--- src/rtl/action_sched_if.sv ---
// Request/response bundle between the motion requesters and the action
// scheduler; the master side drives requests, the slave side drives the motor action.
interface action_sched_if;
  logic [1:0] car_mode;
  logic [3:0] ir_action;
  logic [3:0] trk_action;
  logic       trk_valid;
  logic [3:0] obs_action;
  logic       obs_valid;
  logic       obs_block;
  logic [3:0] act_out;
  logic       act_upd;
  logic [1:0] src_sel;
  logic       braking;

  modport master (
    output car_mode, ir_action, trk_action, trk_valid,
    output obs_action, obs_valid, obs_block,
    input  act_out, act_upd, src_sel, braking
  );

  modport slave (
    input  car_mode, ir_action, trk_action, trk_valid,
    input  obs_action, obs_valid, obs_block,
    output act_out, act_upd, src_sel, braking
  );
endinterface

--- src/rtl/action_sched.sv ---
// Motion action scheduler: picks a requester by car mode, enforces a minimum
// hold between motion changes, and inserts a Stop dead-time on direction reversals.
module action_sched #(
  parameter int CNT_W        = 24,
  parameter int MIN_HOLD_CYC = 2500000,
  parameter int DEAD_CYC     = 50000
) (
  input  logic          clk_in,
  input  logic          rst,
  action_sched_if.slave bus
);

  localparam logic [3:0]       ACT_STOP  = 4'hF;
  localparam logic [CNT_W-1:0] HOLD_LOAD = CNT_W'(MIN_HOLD_CYC - 1);
  localparam logic [CNT_W-1:0] DEAD_LOAD = CNT_W'(DEAD_CYC - 1);
  localparam logic [CNT_W-1:0] CNT_ONE   = CNT_W'(1);

  typedef enum logic [0:0] {
    RUN  = 1'b0,
    DEAD = 1'b1
  } state_t;

  state_t           state_reg;
  logic [CNT_W-1:0] hold_cnt_reg;
  logic [CNT_W-1:0] dead_cnt_reg;
  logic [3:0]       pending_reg;
  logic [3:0]       act_reg;
  logic             upd_reg;
  logic [1:0]       src_reg;
  logic             braking_reg;
  logic [3:0]       request;

  function automatic logic is_fwd(input logic [3:0] code);
    return (code >= 4'h1) && (code <= 4'h7);
  endfunction

  function automatic logic is_rev(input logic [3:0] code);
    return (code >= 4'h8) && (code <= 4'hA);
  endfunction

  function automatic logic is_motion(input logic [3:0] code);
    return is_fwd(code) || is_rev(code);
  endfunction

  always_comb begin
    request = ACT_STOP;
    case (bus.car_mode)
      2'b00:   request = bus.ir_action;
      2'b01:   request = bus.trk_valid ? bus.trk_action : ACT_STOP;
      2'b10:   request = bus.obs_valid ? bus.obs_action : ACT_STOP;
      default: request = ACT_STOP;
    endcase
  end

  always_ff @(posedge clk_in or posedge rst) begin
    if (rst) begin
      state_reg    <= RUN;
      hold_cnt_reg <= '0;
      dead_cnt_reg <= '0;
      pending_reg  <= ACT_STOP;
      act_reg      <= ACT_STOP;
      upd_reg      <= 1'b0;
      src_reg      <= 2'b00;
      braking_reg  <= 1'b0;
    end else begin
      src_reg <= bus.car_mode;
      upd_reg <= 1'b0;

      if (bus.obs_block) begin
        // Emergency stop also clears any hold so motion can resume at once.
        act_reg      <= ACT_STOP;
        upd_reg      <= (act_reg != ACT_STOP);
        state_reg    <= RUN;
        hold_cnt_reg <= '0;
        dead_cnt_reg <= '0;
        pending_reg  <= ACT_STOP;
        braking_reg  <= 1'b0;
      end else if ((request == ACT_STOP) &&
                   ((act_reg != ACT_STOP) || (state_reg == DEAD))) begin
        // A Stop request bypasses hold and aborts any dead-time in progress.
        act_reg      <= ACT_STOP;
        upd_reg      <= (act_reg != ACT_STOP);
        state_reg    <= RUN;
        dead_cnt_reg <= '0;
        pending_reg  <= ACT_STOP;
        braking_reg  <= 1'b0;
        if (hold_cnt_reg != '0) begin
          hold_cnt_reg <= hold_cnt_reg - CNT_ONE;
        end
      end else begin
        case (state_reg)
          RUN: begin
            if (hold_cnt_reg != '0) begin
              hold_cnt_reg <= hold_cnt_reg - CNT_ONE;
            end
            if ((request != act_reg) && is_motion(request) && (hold_cnt_reg == '0)) begin
              if ((is_fwd(act_reg) && is_rev(request)) ||
                  (is_rev(act_reg) && is_fwd(request))) begin
                act_reg      <= ACT_STOP;
                upd_reg      <= 1'b1;
                pending_reg  <= request;
                dead_cnt_reg <= DEAD_LOAD;
                braking_reg  <= 1'b1;
                state_reg    <= DEAD;
              end else begin
                act_reg      <= request;
                upd_reg      <= 1'b1;
                hold_cnt_reg <= HOLD_LOAD;
              end
            end
          end
          DEAD: begin
            // New motion requests are ignored until the reversal completes.
            if (dead_cnt_reg == '0) begin
              act_reg      <= pending_reg;
              upd_reg      <= 1'b1;
              hold_cnt_reg <= HOLD_LOAD;
              braking_reg  <= 1'b0;
              state_reg    <= RUN;
            end else begin
              dead_cnt_reg <= dead_cnt_reg - CNT_ONE;
            end
          end
          default: state_reg <= RUN;
        endcase
      end
    end
  end

  assign bus.act_out = act_reg;
  assign bus.act_upd = upd_reg;
  assign bus.src_sel = src_reg;
  assign bus.braking = braking_reg;

endmodule

--- src/flat_wrapper.sv ---
// flat-port wrapper written by rule: the top's interface ports become plain ports
module action_sched_flat 
#(
  parameter int CNT_W        = 24,
  parameter int MIN_HOLD_CYC = 2500000,
  parameter int DEAD_CYC     = 50000
)
  (clk_in, rst, bus_car_mode, bus_ir_action, bus_trk_action, bus_trk_valid, bus_obs_action, bus_obs_valid, bus_obs_block, bus_act_out, bus_act_upd, bus_src_sel, bus_braking);
  action_sched_if bus_i ();
  input  logic clk_in;
  input  logic rst;
  input wire logic [$bits(bus_i.car_mode)-1:0] bus_car_mode;
  input wire logic [$bits(bus_i.ir_action)-1:0] bus_ir_action;
  input wire logic [$bits(bus_i.trk_action)-1:0] bus_trk_action;
  input wire logic [$bits(bus_i.trk_valid)-1:0] bus_trk_valid;
  input wire logic [$bits(bus_i.obs_action)-1:0] bus_obs_action;
  input wire logic [$bits(bus_i.obs_valid)-1:0] bus_obs_valid;
  input wire logic [$bits(bus_i.obs_block)-1:0] bus_obs_block;
  output wire logic [$bits(bus_i.act_out)-1:0] bus_act_out;
  output wire logic [$bits(bus_i.act_upd)-1:0] bus_act_upd;
  output wire logic [$bits(bus_i.src_sel)-1:0] bus_src_sel;
  output wire logic [$bits(bus_i.braking)-1:0] bus_braking;
  assign bus_i.car_mode = bus_car_mode;
  assign bus_i.ir_action = bus_ir_action;
  assign bus_i.trk_action = bus_trk_action;
  assign bus_i.trk_valid = bus_trk_valid;
  assign bus_i.obs_action = bus_obs_action;
  assign bus_i.obs_valid = bus_obs_valid;
  assign bus_i.obs_block = bus_obs_block;
  assign bus_act_out = bus_i.act_out;
  assign bus_act_upd = bus_i.act_upd;
  assign bus_src_sel = bus_i.src_sel;
  assign bus_braking = bus_i.braking;
  action_sched #(.CNT_W(CNT_W), .MIN_HOLD_CYC(MIN_HOLD_CYC), .DEAD_CYC(DEAD_CYC)) u_core (.clk_in(clk_in), .rst(rst), .bus(bus_i));
endmodule
--- config.mk ---
export PLATFORM = sky130hd
export DESIGN_NAME = action_sched_flat
export DESIGN_NICKNAME = d
export VERILOG_FILES = /design/src/rtl/action_sched_if.sv /design/src/rtl/action_sched.sv /design/src/flat_wrapper.sv
export SDC_FILE = /design/constraint.sdc
export NUM_CORES = 1
export LEC_CHECK = 0
export BUFFER_PORTS_ARGS = -buffer_cell sky130_fd_sc_hd__buf_4
export CORE_UTILIZATION = 61
export CTS_CLUSTER_DIAMETER = 120
export CTS_CLUSTER_SIZE = 24
export DETAILED_ROUTE_END_ITERATION = 16
export GPL_ROUTABILITY_DRIVEN = 0
export MAX_ROUTING_LAYER = met4
export PLACE_DENSITY_LB_ADDON = 0.3
export REMOVE_ABC_BUFFERS = 1
export SYNTH_ARGS = -nofsm -noshare
export SYNTH_HDL_FRONTEND = slang
export SYNTH_SLANG_ARGS = --single-unit
--- constraint.sdc ---
create_clock -name clk_in -period 3.19 [get_ports clk_in]
set_clock_uncertainty 0.2 [all_clocks]
set_input_delay 0.638 -clock clk_in [delete_from_list [all_inputs] [get_ports clk_in]]
set_output_delay 0.638 -clock clk_in [all_outputs]
set_load 0.1 [all_outputs]
==> results of run 1 <==
per-layer routing:
layer,track usage,share of wire,vias up
li1,-,-,1694
met1,0.415,0.45,1758
met2,0.489,0.48,160
met3,0.0573,0.057,21
met4,0.114,0.018,0
met5,-,0,-
synthesized netlist by cell type (2+ instances only):
cell,n
sky130_fd_sc_hd__or2_2,10
sky130_fd_sc_hd__buf_2,8
sky130_fd_sc_hd__and2_1,8
sky130_fd_sc_hd__clkbuf_1,10
sky130_fd_sc_hd__o22ai_1,9
sky130_fd_sc_hd__nor3_1,24
sky130_fd_sc_hd__a2bb2oi_1,6
sky130_fd_sc_hd__dfrtp_1,53
sky130_fd_sc_hd__o21ai_1,2
sky130_fd_sc_hd__a211oi_1,6
sky130_fd_sc_hd__o21a_1,7
sky130_fd_sc_hd__a22oi_1,2
sky130_fd_sc_hd__o31ai_1,2
sky130_fd_sc_hd__mux2i_1,8
sky130_fd_sc_hd__or3_1,13
sky130_fd_sc_hd__nand2_1,30
sky130_fd_sc_hd__o221a_2,2
sky130_fd_sc_hd__inv_1,18
sky130_fd_sc_hd__a21oi_1,13
sky130_fd_sc_hd__o211ai_1,5
sky130_fd_sc_hd__or4_4,2
sky130_fd_sc_hd__and3_1,3
sky130_fd_sc_hd__nor4_1,6
sky130_fd_sc_hd__nor2_1,47
sky130_fd_sc_hd__a221oi_1,2
sky130_fd_sc_hd__nor3b_1,2
sky130_fd_sc_hd__xnor2_1,9
sky130_fd_sc_hd__o21ai_0,17
sky130_fd_sc_hd__o2111ai_1,2
sky130_fd_sc_hd__or4_1,4
sky130_fd_sc_hd__xor2_1,3
sky130_fd_sc_hd__o211a_1,11
sky130_fd_sc_hd__nor4bb_1,9
sky130_fd_sc_hd__nand2b_1,3
sky130_fd_sc_hd__a41oi_1,2
sky130_fd_sc_hd__nand3_1,9
sky130_fd_sc_hd__dfstp_2,8
sky130_fd_sc_hd__a31oi_1,18
sky130_fd_sc_hd__ha_1,3
sky130_fd_sc_hd__nand4_1,7
critical path: cells and delay by family (launching register included):
kind             cells  cell delay (ps)
AND/OR/NAND/NOR      4             1700
AO/OA/AOI/OAI        3              670
flip-flops           1              430
power by group through the flow:
| stage | registers [mW] | clock network (mW) | logic (mW) |
|---|---|---|---|
| 3_5_place_dp | 1.12 | 0 | 1.44 |
| 2_1_floorplan | 1.16 | 0 | 1.03 |
| 5_1_grt | 1.14 | 0.619 | 1.61 |
| 3_3_place_gp | 1.11 | 0 | 1.39 |
| 6_report | 1.12 | 0.584 | 1.46 |
| 4_1_cts | 1.11 | 0.590 | 1.45 |
cells by family (layout without fill, tap and decap cells):
family,count (synthesis),after routing
xor+xnor,12,12
mux,8,8
buf+inv,38,84
flops,61,61
compound gates,118,118
fa+ha+maj,3,3
simple gates,189,189
metrics by stage:
step           setup slack (ps)  instances
2_1_floorplan              -439        409
6_report                    142        550
5_1_grt                    55.5        550
3_3_place_gp                118        534
3_5_place_dp               57.6        534
4_1_cts                     180        550
cell type report:
type	count	area, um2	share of cell area
repair buffers	50	388	0.0881
clock buffers	11	131	0.0299
clock inverters	5	28.8	0.00654
multi-input cells	330	2150	0.490
inverters	18	67.6	0.0154
well taps	75	93.8	0.0213
flip-flops and latches	61	1540	0.349
worst max path at each step:
stage	from	to	slack, ps	depth (start not counted)
finish	u_core.hold_cnt_reg[4]	u_core.dead_cnt_reg[6]	140	7
CTS	u_core.hold_cnt_reg[4]	u_core.dead_cnt_reg[6]	180	7
floorplan	u_core.dead_cnt_reg[18]	u_core.dead_cnt_reg[12]	-440	6
global route	u_core.hold_cnt_reg[4]	u_core.hold_cnt_reg[22]	60	9
global placement	bus_car_mode[1]	u_core.hold_cnt_reg[7]	120	9
detailed placement	bus_car_mode[1]	u_core.hold_cnt_reg[12]	60	10
==> load_flow_metrics.sql, run 1 <==
INSERT INTO impl_metrics (metric_group, metric, value, unit) VALUES
('power', 'max-vdd-ir-drop', '0.420', 'mV'),
('clocking', 'cts_hold_repair.buffers', '0', ''),
('layout', 'most_frequent_standard_cell_in_the_layout_excluding_fill_and_tap_cells', 'sky130_fd_sc_hd__dfrtp_1', ''),
('power', 'sw_frac_of_total', '0.420', ''),
('sta', 'finalHoldWorstSlack', '130', 'ps'),
('power', 'leakage_power_total', '2.09', 'nW'),
('logic_synthesis', 'number_of_synthesized_flops_with_an_enable_pin', '0', ''),
('logic_synthesis', 'post_synth_mux_area_share', '0.0209', ''),
('logic_synthesis', 'synth.lib_cells_used.distinct', '66', ''),
('logic_synthesis', 'main_combinational_cell_family_by_area_after_synthesis', 'simple AND/OR/NAND/NOR gates', ''),
('drt', 'via_count', '3633', ''),
('clocking', 'buffers_from_clock_root_to_sink_at_most', '2', ''),
('placed_design', 'postPlaceCellArea', '4240', 'um2'),
('layout', 'layout.nets', '492', ''),
('sta', 'final_period_utilization', '0.955', ''),
('floorplanning', 'dieArea', '6610', 'um2'),
('clocking', 'clock_tree.htree_level_count', '3', ''),
('setup_path', 'category_of_the_worst_setup_path_launch_point', 'register', ''),
('logic_synthesis', 'post_synth_fa_ha_maj_area_fraction', '0.00978', ''),
('clocking', 'clock_latency', '350', 'ps'),
('sta', 'clock.fmax', '328', 'MHz'),
('drt', 'drt_drc_violations_left', '0', ''),
('setup_path', 'cp-end-kind', 'register', ''),
('logic_synthesis', 'async_reset_ff_frac', '1.00', ''),
('sta', 'finalMaxSlewViolations', '0', ''),
('layout', 'final_cell_mix', '53 x sky130_fd_sc_hd__dfrtp_1, 49 x sky130_fd_sc_hd__buf_4, 47 x sky130_fd_sc_hd__nor2_1, 30 x sky130_fd_sc_hd__nand2_1, 23 x sky130_fd_sc_hd__nor3_1', ''),
('logic_synthesis', 'synth_compound_area_frac', '0.225', ''),
('floorplanning', 'floorplan.core_area', '5990', 'um2'),
('floorplanning', 'die_width', '81.3', 'um'),
('layout', 'utilization', '0.735', ''),
('logic_synthesis', 'post_synth_and_or_nand_nor_area_fraction', '0.274', ''),
('floorplanning', 'floorplan.io_pins', '27', ''),
('layout', 'post_route_cells_drive_above_1_share', '0.208', ''),
('drt', 'drt_iter0_markers', '316', ''),
('logic_synthesis', 'synth-seq-area-share', '0.400', ''),
('logic_synthesis', 'netlist.area_leader.share', '0.346', ''),
('logic_synthesis', 'synthCells', '429', ''),
('floorplanning', 'placement_rows', '28', ''),
('clocking', 'cts_made_buffers', '9', ''),
('logic_synthesis', 'synth.top_cells.by_area', 'sky130_fd_sc_hd__dfrtp_1 35%, sky130_fd_sc_hd__dfstp_2 5.5%, sky130_fd_sc_hd__nor2_1 4.6%, sky130_fd_sc_hd__nor3_1 3.1%, sky130_fd_sc_hd__a31oi_1 2.9%', ''),
('run_status', 'result_of_the_run', 'completed', ''),
('clocking', 'cts.sink_count', '61', ''),
('clocking', 'clk_pin_slew', '60', 'ps'),
('setup_path', 'cp_data_required_time', '3270', 'ps'),
('layout', 'postLayoutCellArea', '4400', 'um2'),
('power', 'power.switching', '1.33', 'mW'),
('logic_synthesis', 'dominantRegCellSynth', 'sky130_fd_sc_hd__dfrtp_1', ''),
('clocking', 'clock-root-buffer', 'sky130_fd_sc_hd__clkbuf_8', ''),
('placed_design', 'dp.final_hpwl', '6640', 'um'),
('setup_path', 'crit_fanout', '11', ''),
('clocking', 'tritoncts_clock_tree', 'done', ''),
('grt', 'global_route_wire_length_before_repair', '15600', 'um'),
('sta', 'timing.slew.headroom', '0.566', ''),
('sta', 'rsz0062_at_grt', 'no', ''),
('setup_path', 'rr_endpoint', 'u_core.dead_cnt_reg[6]', ''),
('power', 'sequentialPowerShare', '0.353', ''),
('drt', 'firstDrtPassIters', '5', ''),
('setup_path', 'worstPathCellList', 'or4_4 -> nand4bb_4 -> or2_1 -> a41o_1 -> or4_4 -> a22oi_1 -> o221a_2', ''),
('logic_synthesis', 'synth_warnings', '0', ''),
('logic_synthesis', 'postSynthRegisterBits', '61', ''),
('logic_synthesis', 'synth_largest_area_cell', 'sky130_fd_sc_hd__dfrtp_1', ''),
('power', 'report.power.total', '3.16', 'mW'),
('floorplanning', 'die_height', '81.3', 'um'),
('grt', 'global_route.overflow_total', '0', ''),
('setup_path', 'worst-r2r-cell-count', '7', ''),
('logic_synthesis', 'synth-xor-area-share', '0.0274', ''),
('setup_path', 'critical_path.max_stage_delay', '590', 'ps'),
('drt', 'wl_cell', '17.3', 'um'),
('sta', 'final_setup_violation_count', '0', ''),
('clocking', 'cts_repair_resize_count', '0', ''),
('power', 'comb_power_share', '0.462', '');
Note: power is estimated with default switching activity, not from simulation.
==> run 2, diff against run 1 <==
- ABC_AREA: default -> 1
- CORE_UTILIZATION: 61 -> 62
==> run 2 against run 1 <==
- non-clock buffer count is 14 lower
- sequential share of layout area is 3.5 points lower
- via count is 22% higher
- die area is 12% higher
- critical path depth is 3 higher
- sequential power is 9% higher
- clock power is 32% higher
- cell area is 11% higher
- worst setup slack better by 370 ps
==> load_flow_metrics.sql, run 2 <==
INSERT INTO impl_metrics (metric_group, metric, value, unit) VALUES
('sta', 'timing_hold_violations_final', '0', ''),
('sta', 'final.min_clock_period', '2680', 'ps'),
('placed_design', 'placement.io_buffers', '26', ''),
('grt', 'grt_use_total', '0.315', ''),
('clocking', 'cts_made_buffers', '9', ''),
('sta', 'final_setup_violation_count', '0', ''),
('layout', 'fillCellCount', '562', ''),
('power', 'power_density', '880', 'nW/um2'),
('logic_synthesis', 'avgSynthCellArea', '6.67', 'um2'),
('grt', 'global_route.overflow_total', '0', ''),
('logic_synthesis', 'number_of_synthesized_flops_with_an_enable_pin', '0', ''),
('worst_hold_path', 'hold_class', 'in -> async', ''),
('layout', 'layout.nets', '708', ''),
('sta', 'rsz0062_at_grt', 'no', ''),
('sta', 'timing.setup.tns', '0', 'ps'),
('power', 'max-vdd-ir-drop', '0.623', 'mV'),
('job', 'max-cap-violations', '0', ''),
('layout', 'post_route_cells_drive_above_1_share', '0.135', ''),
('drt', 'routed_via_density', '5.61', ''),
('sta', 'finalHoldWorstSlack', '169', 'ps'),
('layout', 'final_cell_mix', '220 x sky130_fd_sc_hd__nand2_1, 80 x sky130_fd_sc_hd__nor2_1, 69 x sky130_fd_sc_hd__nand3_1, 53 x sky130_fd_sc_hd__dfrtp_1, 45 x sky130_fd_sc_hd__inv_1', ''),
('logic_synthesis', 'synth_warnings', '0', ''),
('setup_path', 'r2r_slack', '510', 'ps'),
('logic_synthesis', 'postSynthRegisterBits', '61', ''),
('clocking', 'clock-root-buffer', 'sky130_fd_sc_hd__clkbuf_8', ''),
('clocking', 'buffers_from_clock_root_to_sink_at_most', '2', ''),
('power', 'leakage_power_total', '2.63', 'nW'),
('logic_synthesis', 'synth.cells.most_frequent', '220 x sky130_fd_sc_hd__nand2_1, 80 x sky130_fd_sc_hd__nor2_1, 69 x sky130_fd_sc_hd__nand3_1', ''),
('drt', 'wl_cell', '13.5', 'um'),
('clocking', 'clock_latency', '360', 'ps'),
('setup_path', 'worst-r2r-cell-count', '10', ''),
('floorplanning', 'die_height', '86.2', 'um'),
('sta', 'timing.slew.headroom', '0.575', ''),
('sta', 'finalMaxSlewViolations', '0', ''),
('grt', 'global_route_wire_length_before_repair', '18100', 'um'),
('floorplanning', 'placement_rows', '30', ''),
('layout', 'areaGrowthSynthToFinish', '11.1', '%'),
('setup_path', 'critPathArrivalTime', '2750', 'ps'),
('run_status', 'result_of_the_run', 'completed', ''),
('logic_synthesis', 'synth_largest_area_cell', 'sky130_fd_sc_hd__dfrtp_1', ''),
('clocking', 'cts_repair_resize_count', '0', ''),
('clocking', 'clk_pin_slew', '70', 'ps'),
('sta', 'final_period_utilization', '0.841', ''),
('placed_design', 'placed_cells_incl_taps', '771', ''),
('drt', 'firstDrtPassIters', '7', ''),
('clocking', 'cts_hold_repair.buffers', '0', ''),
('drt', 'drt_drc_violations_left', '0', ''),
('layout', 'most_frequent_standard_cell_in_the_layout_excluding_fill_and_tap_cells', 'sky130_fd_sc_hd__nand2_1', ''),
('logic_synthesis', 'syn_area', '4400', 'um2'),
('setup_path', 'crit_type', 'reg -> reg', ''),
('logic_synthesis', 'synth.top_cells.by_area', 'sky130_fd_sc_hd__dfrtp_1 30%, sky130_fd_sc_hd__nand2_1 19%, sky130_fd_sc_hd__nand3_1 7.9%, sky130_fd_sc_hd__nor2_1 6.8%, sky130_fd_sc_hd__dfstp_2 4.8%', ''),
('floorplanning', 'floorplan.io_pins', '27', ''),
('logic_synthesis', 'most_common_cell_in_the_synthesized_netlist', 'sky130_fd_sc_hd__nand2_1', ''),
('setup_path', 'category_of_the_worst_setup_path_launch_point', 'register', ''),
('layout', 'utilization', '0.715', ''),
('clocking', 'cts.sink_count', '61', ''),
('grt', 'antenna_violations_before_repair', '0', ''),
('floorplanning', 'floorplan.core_area', '6830', 'um2'),
('floorplanning', 'dieArea', '7430', 'um2'),
('logic_synthesis', 'synth-seq-area-share', '0.349', ''),
('setup_path', 'cp_data_required_time', '3260', 'ps'),
('setup_path', 'critical_r2r_launch', 'u_core.hold_cnt_reg[0]', ''),
('clocking', 'cts.repair_timing.setup_buffer_count', '0', ''),
('setup_path', 'cp-end-kind', 'register', ''),
('clocking', 'clock_tree.htree_level_count', '3', ''),
('logic_synthesis', 'synth.lib_cells_used.distinct', '39', ''),
('logic_synthesis', 'async_reset_ff_frac', '1.00', ''),
('sta', 'worst_slew_pin_tran', '637', 'ps'),
('logic_synthesis', 'synthCells', '659', ''),
('placed_design', 'dp.final_hpwl', '7450', 'um'),
('setup_path', 'crit_fanout', '13', ''),
('sta', 'clock.fmax', '373', 'MHz'),
('setup_path', 'rr_endpoint', 'u_core.bus.act_out[2]', ''),
('layout', 'insertedDiodeCount', '0', ''),
('grt', 'grt_start_max_net_pins', '32', ''),
('drt', 'via_count', '4419', ''),
('logic_synthesis', 'netlist.area_leader.share', '0.302', ''),
('clocking', 'tritoncts_clock_tree', 'done', ''),
('layout', 'fin_cells', '787', ''),
('floorplanning', 'floorplan.initialDensity', '0.644', ''),
('drt', 'drt_iter0_markers', '278', ''),
('drt', 'final_antenna_violating_net_count', '0', ''),
('grt', 'first_global_vias', '4128', ''),
('logic_synthesis', 'dominantRegCellSynth', 'sky130_fd_sc_hd__dfrtp_1', ''),
('floorplanning', 'die_width', '86.2', 'um'),
('drt', 'postRouteWirelength', '10600', 'um');
-- run 2: changes by cell type after synthesis, sizes merged, moves of 8 or more --
cell    before  now
a31oi       18    1
inv         18   53
nor2        47   90
nor3        25   15
and2         8    0
or2         11    2
nor4         7   19
o211a       11    0
or3         13    0
nand3       10   72
nand2       32  230
nor4bb       9    0
xor2         3   16
mux2i        8    0
-- run 2: cell type report --
class	instances	area [um2]	share of cell area
repair buffers	36	270	0.0553
flip-flops and latches	61	1540	0.314
well taps	96	120	0.0246
inverters	55	209	0.0428
multi-input cells	523	2530	0.519
clock buffers	10	128	0.0261
clock inverters	6	87.6	0.0179
-- run 2: how the worst max path moves through the flow --
stage                               to  slack, ps                    from  cells after the start
5_1_grt          u_core.bus.act_out[2]        320  u_core.hold_cnt_reg[0]                     10
6_report         u_core.bus.act_out[2]        510  u_core.hold_cnt_reg[0]                     10
4_1_cts        u_core.dead_cnt_reg[22]        580  u_core.hold_cnt_reg[0]                     11
3_5_place_dp   u_core.dead_cnt_reg[11]        250         bus_car_mode[1]                     17
3_3_place_gp   u_core.dead_cnt_reg[18]        380         bus_car_mode[1]                     17
2_1_floorplan  u_core.dead_cnt_reg[20]        560   u_core.bus.act_out[2]                     10
-- run 2: where the power goes --
group          total (mW)  leakage (nW)  internal (mW)  switching (mW)
combinational        2.31          1.73          0.769            1.54
sequential           1.22         0.794          0.988           0.227
clock               0.773         0.110          0.440           0.333
-- run 2: per-layer routing --
| metal | GRT usage | part of all wire |
|---|---|---|
| met4 | 0.136 | 0.026 |
| met5 | - | 0 |
| met2 | 0.511 | 0.47 |
| met1 | 0.385 | 0.45 |
| met3 | 0.0610 | 0.061 |
-- run 2: kinds of logic after synthesis --
| group | after synthesis | share of synthesized area |
|---|---|---|
| AO/OA/AOI/OAI | 49 | 0.0606 |
| adder cells (fa/ha/maj) | 3 | 0.00854 |
| flip-flops | 61 | 0.349 |
| XOR/XNOR | 29 | 0.0578 |
| buffers and inverters | 75 | 0.0740 |
| AND/OR/NAND/NOR | 442 | 0.450 |
-- run 2: critical path, stage by stage, from the launching register on --
cell and delay [ps]:
sky130_fd_sc_hd__dfrtp_1 410, sky130_fd_sc_hd__inv_1 130, sky130_fd_sc_hd__ha_1 190, sky130_fd_sc_hd__inv_1 60, sky130_fd_sc_hd__nor4_1 280, sky130_fd_sc_hd__nand3_1 310, sky130_fd_sc_hd__inv_2 160, sky130_fd_sc_hd__nand3_2 120
sky130_fd_sc_hd__nand2_2 270, sky130_fd_sc_hd__nand2_2 210, sky130_fd_sc_hd__o21ai_1 250
-- run 2: per-stage QoR --
step / setup slack, ps / power [mW] / instance area, um2
2_1_floorplan: 561 / 2.97 / 4280
3_3_place_gp: 376 / 3.40 / 4670
3_5_place_dp: 250 / 3.47 / 4670
4_1_cts: 575 / 4.25 / 4890
5_1_grt: 322 / 4.62 / 4890
6_report: 508 / 4.30 / 4890
